$ cat config.mk
export PLATFORM = sky130hd
export DESIGN_NAME = pub_key_gen_pipe
export DESIGN_NICKNAME = d
export VERILOG_FILES = /design/src/rtl/pub_key_gen_pipe.sv
export SDC_FILE = /design/constraint.sdc
export NUM_CORES = 1
export LEC_CHECK = 0
export CAP_MARGIN = 20
export CORE_MARGIN = 4
export CORE_UTILIZATION = 55
export CTS_CLUSTER_DIAMETER = 40
export CTS_CLUSTER_SIZE = 14
export DETAILED_ROUTE_END_ITERATION = 10
export DONT_BUFFER_PORTS = 1
export GPL_TIMING_DRIVEN = 0
export PLACE_DENSITY = 0.69
export SLEW_MARGIN = 15
export SYNTH_ARGS = -nofsm -noshare
export SYNTH_HDL_FRONTEND = slang
export SYNTH_SLANG_ARGS = --single-unit
$ cat constraint.sdc
create_clock -name clk -period 2.3 [get_ports clk]
set_clock_uncertainty 0.2 [all_clocks]
set_input_delay 0.23 -clock clk [delete_from_list [all_inputs] [get_ports clk]]
set_output_delay 0.23 -clock clk [all_outputs]
set_load 0.01 [all_outputs]
$ cat src/rtl/pub_key_gen_pipe.sv
// Two-stage streaming public-key generator/recoverer: Pk = (Sk + Q) mod P, Sk = (Pk - Q) mod P.
// Valid/ready on both sides, per-transaction error flag and a saturating error counter.
`timescale 1ns/1ps

module pub_key_gen_pipe #(
    parameter int unsigned W     = 8,
    parameter int unsigned P_MOD = 227,
    parameter int unsigned Q_OFF = 225,
    parameter int unsigned CNT_W = 16
) (
    input  logic             clk,
    input  logic             rst,
    input  logic             in_valid,
    output logic             in_ready,
    input  logic [1:0]       in_mode,
    input  logic [W-1:0]     in_key,
    output logic             out_valid,
    input  logic             out_ready,
    output logic [W-1:0]     out_key,
    output logic             out_err,
    output logic [1:0]       out_mode,
    output logic [CNT_W-1:0] err_count,
    output logic             busy
);

    localparam logic [W:0]       P_EXT   = (W+1)'(P_MOD);
    localparam logic [W:0]       Q_EXT   = (W+1)'(Q_OFF);
    localparam logic [W:0]       R_EXT   = (W+1)'(P_MOD - Q_OFF);
    localparam logic [CNT_W-1:0] CNT_MAX = '1;
    localparam logic [1:0]       MODE_GEN = 2'b01;
    localparam logic [1:0]       MODE_REC = 2'b10;

    logic           s1_valid;
    logic           s1_err;
    logic [1:0]     s1_mode;
    logic [W:0]     s1_t;

    logic           s1_en;
    logic           s2_en;
    logic [W:0]     key_ext;
    logic           key_legal;
    logic [W:0]     t_next;

    assign s2_en    = !out_valid || out_ready;
    assign s1_en    = !s1_valid || s2_en;
    assign in_ready = s1_en;
    assign busy     = s1_valid || out_valid;

    // Range check and offset add; recover adds (P - Q) so t never goes negative.
    always_comb begin
        key_ext   = {1'b0, in_key};
        key_legal = 1'b0;
        t_next    = '0;
        case (in_mode)
            MODE_GEN: begin
                key_legal = (in_key != '0) && (key_ext < P_EXT);
                t_next    = key_ext + Q_EXT;
            end
            MODE_REC: begin
                key_legal = (key_ext < P_EXT);
                t_next    = key_ext + R_EXT;
            end
            default: begin
                key_legal = 1'b0;
                t_next    = '0;
            end
        endcase
    end

    // S1: operand/check stage.
    always_ff @(posedge clk) begin
        if (rst) begin
            s1_valid <= 1'b0;
            s1_err   <= 1'b0;
            s1_mode  <= '0;
            s1_t     <= '0;
        end else if (s1_en) begin
            s1_valid <= in_valid;
            if (in_valid) begin
                s1_err  <= !key_legal;
                s1_mode <= in_mode;
                s1_t    <= t_next;
            end
        end
    end

    // S2: single conditional subtract (t < 2P), registered onto the output ports.
    always_ff @(posedge clk) begin
        if (rst) begin
            out_valid <= 1'b0;
            out_key   <= '0;
            out_err   <= 1'b0;
            out_mode  <= '0;
        end else if (s2_en) begin
            out_valid <= s1_valid;
            if (s1_valid) begin
                out_err  <= s1_err;
                out_mode <= s1_mode;
                if (s1_err)
                    out_key <= '0;
                else if (s1_t >= P_EXT)
                    out_key <= W'(s1_t - P_EXT);
                else
                    out_key <= W'(s1_t);
            end
        end
    end

    // Errors are counted only when the rejected result is actually handed off.
    always_ff @(posedge clk) begin
        if (rst)
            err_count <= '0;
        else if (out_valid && out_ready && out_err && (err_count != CNT_MAX))
            err_count <= err_count + CNT_W'(1);
    end

endmodule
==> results of run 1 <==
## power groups by stage
| stage | clock (mW) | sequential [mW] | combinational, mW |
|---|---|---|---|
| final | 0.460 | 0.748 | 0.147 |
| after global routing | 0.509 | 0.750 | 0.165 |
| after global placement | 0 | 0.763 | 0.135 |
| after floorplan | 0 | 0.758 | 0.109 |
| after CTS | 0.476 | 0.747 | 0.146 |
| after detailed placement | 0 | 0.764 | 0.136 |
## logic make-up after synthesis
group,Yosys count,synth area share
and+or+nand+nor,123,0.294
adders and majority gates,7,0.0370
AOI/OAI and AO/OA,90,0.259
DFF,41,0.347
buffers and inverters,25,0.0418
muxes,4,0.0180
xor gates and xnor gates,1,0.00370
## what timing repair did
| action | CTS | global route |
|---|---|---|
| setup endpoints to repair | 0 | 3 |
| gates resized for setup | 0 | 3 |
| hold buffers | 6 | 0 |
| buffers inserted | 0 | 2 |
| endpoints found under the hold margin | 6 | 0 |
## cell usage after synthesis, drive strengths merged, types with 4 or more instances
cell	number	area share
buf	5	0.0095
or4	5	0.016
nand3	16	0.034
nor2	19	0.030
nand2	30	0.048
a32o	5	0.021
inv	10	0.016
and3	6	0.016
ha	7	0.037
clkbuf	10	0.016
nor3	9	0.019
o21ai	13	0.027
o31ai	4	0.013
nor4	4	0.023
a22o	4	0.015
a21oi	29	0.061
nand2b	8	0.021
or3	5	0.014
dfxtp	41	0.35
nand4	5	0.020
## sequential cells by signal, indices dropped and copies added (netlist names)
register	cells
err_count	16
s1_t	9
out_key	8
out_mode	2
s1_mode	2
out_err	1
out_valid	1
s1_err	1
s1_valid	1
## how the worst min path moves through the flow
stage,from,end,slack (ns),depth (start not counted)
after floorplan,in_valid,s1_valid$_SDFFE_PP0N_,0.16,2
after global placement,in_valid,s1_valid$_SDFFE_PP0N_,0.17,2
after detailed placement,in_valid,s1_valid$_SDFFE_PP0N_,0.17,2
after CTS,in_key[6],s1_t[6]$_SDFFE_PP0P_,0.0004,2
after global routing,in_key[6],s1_t[6]$_SDFFE_PP0P_,0.0002,2
final,in_key[6],s1_t[6]$_SDFFE_PP0P_,0.006,2
## layout make-up
cell class,count,area (um2)
fill,362,1490
multi-input combinational,225,1450
sequential,41,823
clock buffer,7,86.3
timing repair buffer,8,75.1
tap,50,62.6
buffer,15,61.3
inverter,10,37.5
## through the flow
| stage | instance area (um2) | instances |
|---|---|---|
| 6_report | 2600 | 356 |
| 4_1_cts | 2580 | 354 |
| 2_1_floorplan | 2370 | 291 |
| 3_5_place_dp | 2430 | 341 |
| 3_3_place_gp | 2430 | 341 |
| 5_1_grt | 2600 | 356 |
## critical path: stages, from the launching register on
cell      delay, ns
dfxtp_1        0.38
ha_1           0.27
or4_1          0.47
a21oi_1        0.29
nand2b_1       0.10
a32o_1         0.26
## layer usage
metal | global-route usage | wire length, um
met1 | 0.334 | 2860
met2 | 0.318 | 2330
met3 | 0.0561 | 401
met4 | 0.0604 | 59
met5 | 0 | 0
==> results.txt, run 1 <==
vias per cell = 6.39
critical path class = reg -> reg
commonest non-fill, non-tap cells in the layout = dfxtp_1 (39), nand2_1 (30), a21oi_1 (29)
Post-Synthesis Cell Area = 2370 um2
IO buf count = 0
commonest non-fill, non-tap cell in the layout = dfxtp_1
crit path max fanout = 7
initial antenna violation count = 0
Final Util = 0.635
PnR worst setup slack = 0.215 ns
maximum buffer depth of the clock tree = 2
Seq pwr share = 0.552
initial core utilization = 0.579
Site Rows = 23
maximum clock rate = 480 MHz
RSZ-0062 raised after global routing = no
post-DP HPWL = 4160 um
routability cong. = 0.940
Worst setup SP type = register
Post-synth ARST share = 0
htree depth = 2
Fin. Hold Viols = 0
nets@finish = 327
internal reg-to-reg setup slack = 0.22 ns
root buf cell = clkbuf_8
Design Power = 1.35 mW
Final Max Tran Viols = 0
Synth warnings = 0
post-synthesis sequential area ratio = 0.347
CTS Buf Count = 5
Synth Instances = 291
Yosys cell types = 58
total net switching power = 330 uW
drt drc = 0
vias in the first global route = 2067
FF+latch count, synth = 41
net count after synthesis = 312
Peak VDD IR = 0.293 mV
share of layout cells above drive strength 1 = 0.0915
DR pass1 iterations = 4
synthesized area per cell = 8.13 um2
FF-to-FF Start = s1_t[0]$_SDFFE_PP0P_
slew margin rel. = 0.548
Leakage = 0.942 nW
core area = 4090 um2
Final Critical Period = 2.08 ns
Synth Flop Type = dfxtp_1
DRT iter0 DRCs = 143
post-route antenna net violation count = 0
R2R Path End = out_key[1]$_SDFFE_PP0P_
Critical Path Source = s1_t[0]$_SDFFE_PP0P_
# IOs = 44
GRT Residual Overflow = 0
worst-margin pin slew = 0.662 ns
first-pass GRT wire length = 9640 um
Switching Share = 0.243
Min-Delay Path Class = in -> reg
layout overhead on the synthesized area = 9.67%
EDFF count, synth = 0
maxcap violations = 0
Combinational Power Share = 0.108
Critical Path RT = 2.28 ns
hold_ws = 0.00564 ns
Clock transition at path regs = 0.07 ns
Final Setup Violations = 0
crit path DAT = 2.06 ns
internal cell power = 1.03 mW
clock sink count = 41
Clk pwr share = 0.340
# diodes = 0
GRT Total Usage = 0.224
Final Cycle Share = 0.906
Worst Setup EP = out_key[1]$_SDFFE_PP0P_
worst r2r path cells = 5
CTS tree = yes
largest net degree at the start of global routing = 12
die width = 73.6 um
status = finished, final reports clean
die height = 73.6 um
DP Worst Slack = 0.134 ns
pwr dens = 522 nW/um2
DIE AREA = 5420 um2
Clock Latency Late Sink = 0.29 ns
DR WL/cell = 15.9 um
via count = 2275
final setup TNS = 0 ns
CP endpoint kind = register
drt total wl = 5660 um
No activity file was read; power rests on OpenSTA's default activity.
==> run 2: changes to the inputs <==
--- a/config.mk
+++ b/config.mk
@@ -7,13 +7,13 @@
 export LEC_CHECK = 0
 export CAP_MARGIN = 20
 export CORE_MARGIN = 4
-export CORE_UTILIZATION = 55
+export CORE_UTILIZATION = 34
 export CTS_CLUSTER_DIAMETER = 40
 export CTS_CLUSTER_SIZE = 14
 export DETAILED_ROUTE_END_ITERATION = 10
 export DONT_BUFFER_PORTS = 1
 export GPL_TIMING_DRIVEN = 0
-export PLACE_DENSITY = 0.69
+export PLACE_DENSITY = 0.47
 export SLEW_MARGIN = 15
 export SYNTH_ARGS = -nofsm -noshare
 export SYNTH_HDL_FRONTEND = slang
==> run 2 against run 1 <==
  * First-iteration DRC count shrank 21%
  * Hold slack improved by 0.00089 ns
  * Global-route usage decreased by 7.7 points
  * Power grew 18%
  * Maximum frequency shrank 3.0%
  * Sequential share of layout area decreased by 1.2 points
==> results.txt, run 2 (same netlist as run 1, synthesis figures left out) <==
# diodes = 0
Clock transition at path regs = 0.09 ns
DR pass1 iterations = 4
critical path class = reg -> reg
routability cong. = 0.814
hold path start = in_key[6]
final setup TNS = 0 ns
Final Critical Period = 2.15 ns
commonest non-fill, non-tap cell in the layout = dfxtp_1
post-route antenna net violation count = 0
FF-to-FF Start = err_count[0]$_SDFFE_PP0P_
crit path DAT = 2.15 ns
Critical Path Source = err_count[0]$_SDFFE_PP0P_
maximum clock rate = 465 MHz
DIE AREA = 8360 um2
core area = 6790 um2
clock sink count = 41
DRT iter0 DRCs = 113
slowest cell on the critical path = nor4_4
Site Rows = 30
Final Max Tran Viols = 0
worst r2r path cells = 5
initial core utilization = 0.348
die width = 91.4 um
crit path cell chain = ha_1, nand3_1, nor4_4, a21oi_1, mux2_2
Critical Path RT = 2.30 ns
drt total wl = 6270 um
via count = 2233
Hold Path Depth = 2
biggest regs = err_count x16, s1_t x9, out_key x8
commonest non-fill, non-tap cells in the layout = dfxtp_1 (39), nand2_1 (30), a21oi_1 (29)
DR WL/cell = 15.6 um
post-DP HPWL = 4690 um
Final Non-Filler Cells = 402
drt drc = 0
Peak VDD IR = 0.194 mV
htree depth = 2
largest net degree at the start of global routing = 14
CP peak stage delay = 0.45 ns
Clock Latency Late Sink = 0.30 ns
max reg flops = 16
Leakage = 0.962 nW
CP endpoint kind = register
Final Cycle Share = 0.934
Final Setup Violations = 0
die height = 91.4 um
vias in the first global route = 1986
CTS tree = yes
dpl cells = 387
status = finished, final reports clean
maxcap violations = 0
crit path max fanout = 7
first-pass GRT wire length = 10100 um
RSZ-0062 raised after global routing = no
slew margin rel. = 0.535
Biggest register = err_count
pwr dens = 591 nW/um2
Setup Fix Bufs, Post-CTS = 0
maximum buffer depth of the clock tree = 2
worst-margin pin slew = 0.680 ns
CTS Buf Count = 5
root buf cell = clkbuf_8
IO buf count = 0
Fin. Hold Viols = 0
# IOs = 44
initial antenna violation count = 0
vias per cell = 5.55
Worst setup SP type = register
Min-Delay Path Class = in -> reg
nets@finish = 326
share of layout cells above drive strength 1 = 0.0915
GRT Total Usage = 0.147
GRT Residual Overflow = 0
layout overhead on the synthesized area = 14.0%
==> run 2: cell count changes in the layout (fill, tap and decap cells not counted), sizes merged <==
cell         change
buf              -2
dlygate4sd3      +1
bufinv           +2
clkinv           +1
clkbuf           -2
==> run 2: worst max-delay path: cells and delay by family (launching register included) <==
kind / cells / cell delay [ns]
and+or+nand+nor: 2 / 0.65
DFF: 1 / 0.41
adders and majority gates: 1 / 0.24
AOI/OAI and AO/OA: 1 / 0.23
muxes: 1 / 0.31
==> run 2: final timing paths <==
path	slack, ns	end
worst max register to register	0.15	err_count[0]$_SDFFE_PP0P_
worst min register to register	0.28	s1_mode[1]$_SDFFE_PP0P_
worst max-delay path	0.15	err_count[0]$_SDFFE_PP0P_
worst min-delay path	0.007	s1_t[6]$_SDFFE_PP0P_
==> run 2: area by class of cell <==
type                    instances  area [um2]
clock buffers                   5        68.8
flip-flops and latches         41         823
plain buffers                  15        61.3
fillers                       727        4100
inverters                      10        37.5
multi-input cells             225        1450
repair buffers                  7        70.1
clock inverters                 3        65.1
well taps                      96         120
==> run 2: what timing repair did <==
action | 4_1_cts | 5_1_grt
setup endpoints to repair | 0 | 3
endpoints found under the hold margin | 7 | 0
resized for setup | 0 | 3
hold buffers | 7 | 0
==> run 2: per-stage QoR <==
stage	instance area, um2	hold slack, ns	setup WS, ns	total power [mW]	utilization
2_1_floorplan	2370	0.159	0.368	0.867	-
5_1_grt	2700	0.00415	0.0344	1.66	0.397
3_5_place_dp	2490	0.173	0.0450	0.905	0.366
3_3_place_gp	2490	0.163	0.0768	0.903	0.366
4_1_cts	2690	0.00436	0.0251	1.61	0.396
6_report	2700	0.00653	0.151	1.60	0.397
==> run 2: where the power goes <==
part / switching (mW) / internal, mW
sequential: 0.0221 / 0.726
clock: 0.266 / 0.432
combinational: 0.0879 / 0.0625
==> run 2: routing by layer <==
metal / track usage / vias to the layer above / share of wire
met3: 0.0447 / 7 / 0.066
met4: 0.0377 / 0 / 0.0097
met5: 0 / - / 0
met2: 0.200 / 64 / 0.39
li1: - / 1134 / -
met1: 0.221 / 1028 / 0.53
==> run 3: changes to the inputs <==
--- a/config.mk
+++ b/config.mk
@@ -7,13 +7,13 @@
 export LEC_CHECK = 0
 export CAP_MARGIN = 20
 export CORE_MARGIN = 4
-export CORE_UTILIZATION = 34
+export CORE_UTILIZATION = 45
 export CTS_CLUSTER_DIAMETER = 40
 export CTS_CLUSTER_SIZE = 14
 export DETAILED_ROUTE_END_ITERATION = 10
 export DONT_BUFFER_PORTS = 1
 export GPL_TIMING_DRIVEN = 0
-export PLACE_DENSITY = 0.47
+export PLACE_DENSITY = 0.59
 export SLEW_MARGIN = 15
 export SYNTH_ARGS = -nofsm -noshare
 export SYNTH_HDL_FRONTEND = slang
==> constraint.sdc (replaced) <==
create_clock -name clk -period 2.3 [get_ports clk]
set_clock_uncertainty 0.2 [all_clocks]
set_input_delay 0.46 -clock clk [delete_from_list [all_inputs] [get_ports clk]]
set_output_delay 0.46 -clock clk [all_outputs]
set_load 0.01 [all_outputs]
==> run 3 against run 2 <==
  * Global-route usage increased by 3.7 points
  * Sequential power about the same
  * Hold slack improved by 0.098 ns
  * Register-to-register slack about the same
  * Largest power group unchanged
  * Critical path type unchanged
  * Sequential cell count unchanged
  * Via count decreased by 3.3%
  * Maximum frequency increased by 0.43%
  * Non-clock buffer count decreased by 7
==> results.txt, run 3 (same netlist as run 1, synthesis figures left out) <==
Final Non-Filler Cells = 369
Buf+Inv Stages, Crit Path = 1
maximum clock rate = 467 MHz
Critical Path RT = 2.31 ns
worst-margin pin slew = 0.647 ns
hold_buf cts = 0
DR pass1 iterations = 4
biggest regs = err_count x16, s1_t x9, out_key x8
pwr dens = 523 nW/um2
Clock Latency Late Sink = 0.28 ns
final setup TNS = 0 ns
slew margin rel. = 0.557
vias per cell = 5.85
DIE AREA = 6490 um2
nets@finish = 319
first-pass GRT wire length = 9530 um
Area after DPL = 2450 um2
largest net degree at the start of global routing = 12
CTS Buf Count = 5
# diodes = 0
GRT Total Usage = 0.184
post-route antenna net violation count = 0
layout overhead on the synthesized area = 7.19%
Site Rows = 26
family with the most delay on the worst path = simple AND/OR/NAND/NOR gates
initial antenna violation count = 0
# IOs = 44
share of layout cells above drive strength 1 = 0.0803
Final Critical Period = 2.14 ns
DRT iter0 DRCs = 141
Final Max Tran Viols = 0
DR WL/cell = 15.6 um
dpl cells = 361
Setup Fix Bufs, Post-CTS = 0
IO buf count = 0
crit path max fanout = 7
critical path class = reg -> reg
finished layout cell area = 2540 um2
drt drc = 0
Biggest register = err_count
commonest non-fill, non-tap cell in the layout = dfxtp_1
routability cong. = 0.830
Final Cycle Share = 0.930
htree depth = 2
crit path cell chain = ha_1, and3_1, buf_2, nand3_1, or4_1, a21oi_1
CP peak stage delay = 0.52 ns
clock sink count = 41
post-DP HPWL = 4340 um
die height = 80.5 um
status = finished, final reports clean
vias in the first global route = 1969
die width = 80.5 um
Clock transition at path regs = 0.07 ns
initial core utilization = 0.463
commonest non-fill, non-tap cells in the layout = dfxtp_1 (39), nand2_1 (30), a21oi_1 (29)
via count = 2160
root buf cell = clkbuf_8
Peak VDD IR = 0.222 mV
slowest cell on the critical path = or4_1
maxcap violations = 0
Leakage = 0.904 nW
Min-Delay Path Class = in -> reg
post-CTS sizing = 0
maximum buffer depth of the clock tree = 2
max reg flops = 16
CTS tree = yes
Fin. Hold Viols = 0
Worst setup SP type = register
CP endpoint kind = register
Final Setup Violations = 0
crit path DAT = 2.15 ns
core area = 5110 um2
GRT Residual Overflow = 0
drt total wl = 5770 um
RSZ-0062 raised after global routing = no
[run 3: cell types whose count changed in the layout (fill, tap and decap cells not counted), sizes merged]
cell | previous run | this run
dlygate4sd3 | 7 | 0
clkbuf | 15 | 18
bufinv | 2 | 0
clkinv | 1 | 0
[run 3: worst paths after layout]
path	endpoint	cells past startpoint	slack (ns)	startpoint
hold reg to reg	out_mode[0]$_SDFFE_PP0P_	2	0.28	s1_mode[0]$_SDFFE_PP0P_
setup / recovery	err_count[8]$_SDFFE_PP0P_	6	0.16	err_count[0]$_SDFFE_PP0P_
setup reg to reg	err_count[8]$_SDFFE_PP0P_	6	0.16	err_count[0]$_SDFFE_PP0P_
hold / removal	s1_mode[1]$_SDFFE_PP0P_	2	0.10	in_mode[1]
[run 3: layer usage]
| layer | wire length [um] | track usage |
|---|---|---|
| met5 | 0 | 0 |
| met1 | 2990 | 0.283 |
| met2 | 2310 | 0.249 |
| met4 | 40 | 0.0405 |
| met3 | 434 | 0.0504 |
[run 3: through the flow]
step / util / total power [mW] / setup slack [ns] / hold WS, ns
6_report: 0.497 / 1.33 / 0.160 / 0.104
4_1_cts: 0.496 / 1.35 / 0.0919 / 0.0930
5_1_grt: 0.497 / 1.40 / 0.0363 / 0.0885
2_1_floorplan: - / 0.867 / 0.368 / 0.232
3_5_place_dp: 0.481 / 0.901 / 0.123 / 0.266
3_3_place_gp: 0.481 / 0.900 / 0.135 / 0.260
[run 3: final cells by class]
cell class / count / area (um2)
tap: 70 / 87.6
fill: 535 / 2570
multi-input combinational: 225 / 1450
sequential: 41 / 823
inverter: 10 / 37.5
clock buffer: 8 / 80.1
buffer: 15 / 61.3
[run 3: power by group]
group | leakage [nW] | internal, mW | switching [mW]
combinational | 0.531 | 0.0545 | 0.0831
sequential | 0.333 | 0.726 | 0.0220
clock | 0.0395 | 0.216 | 0.225
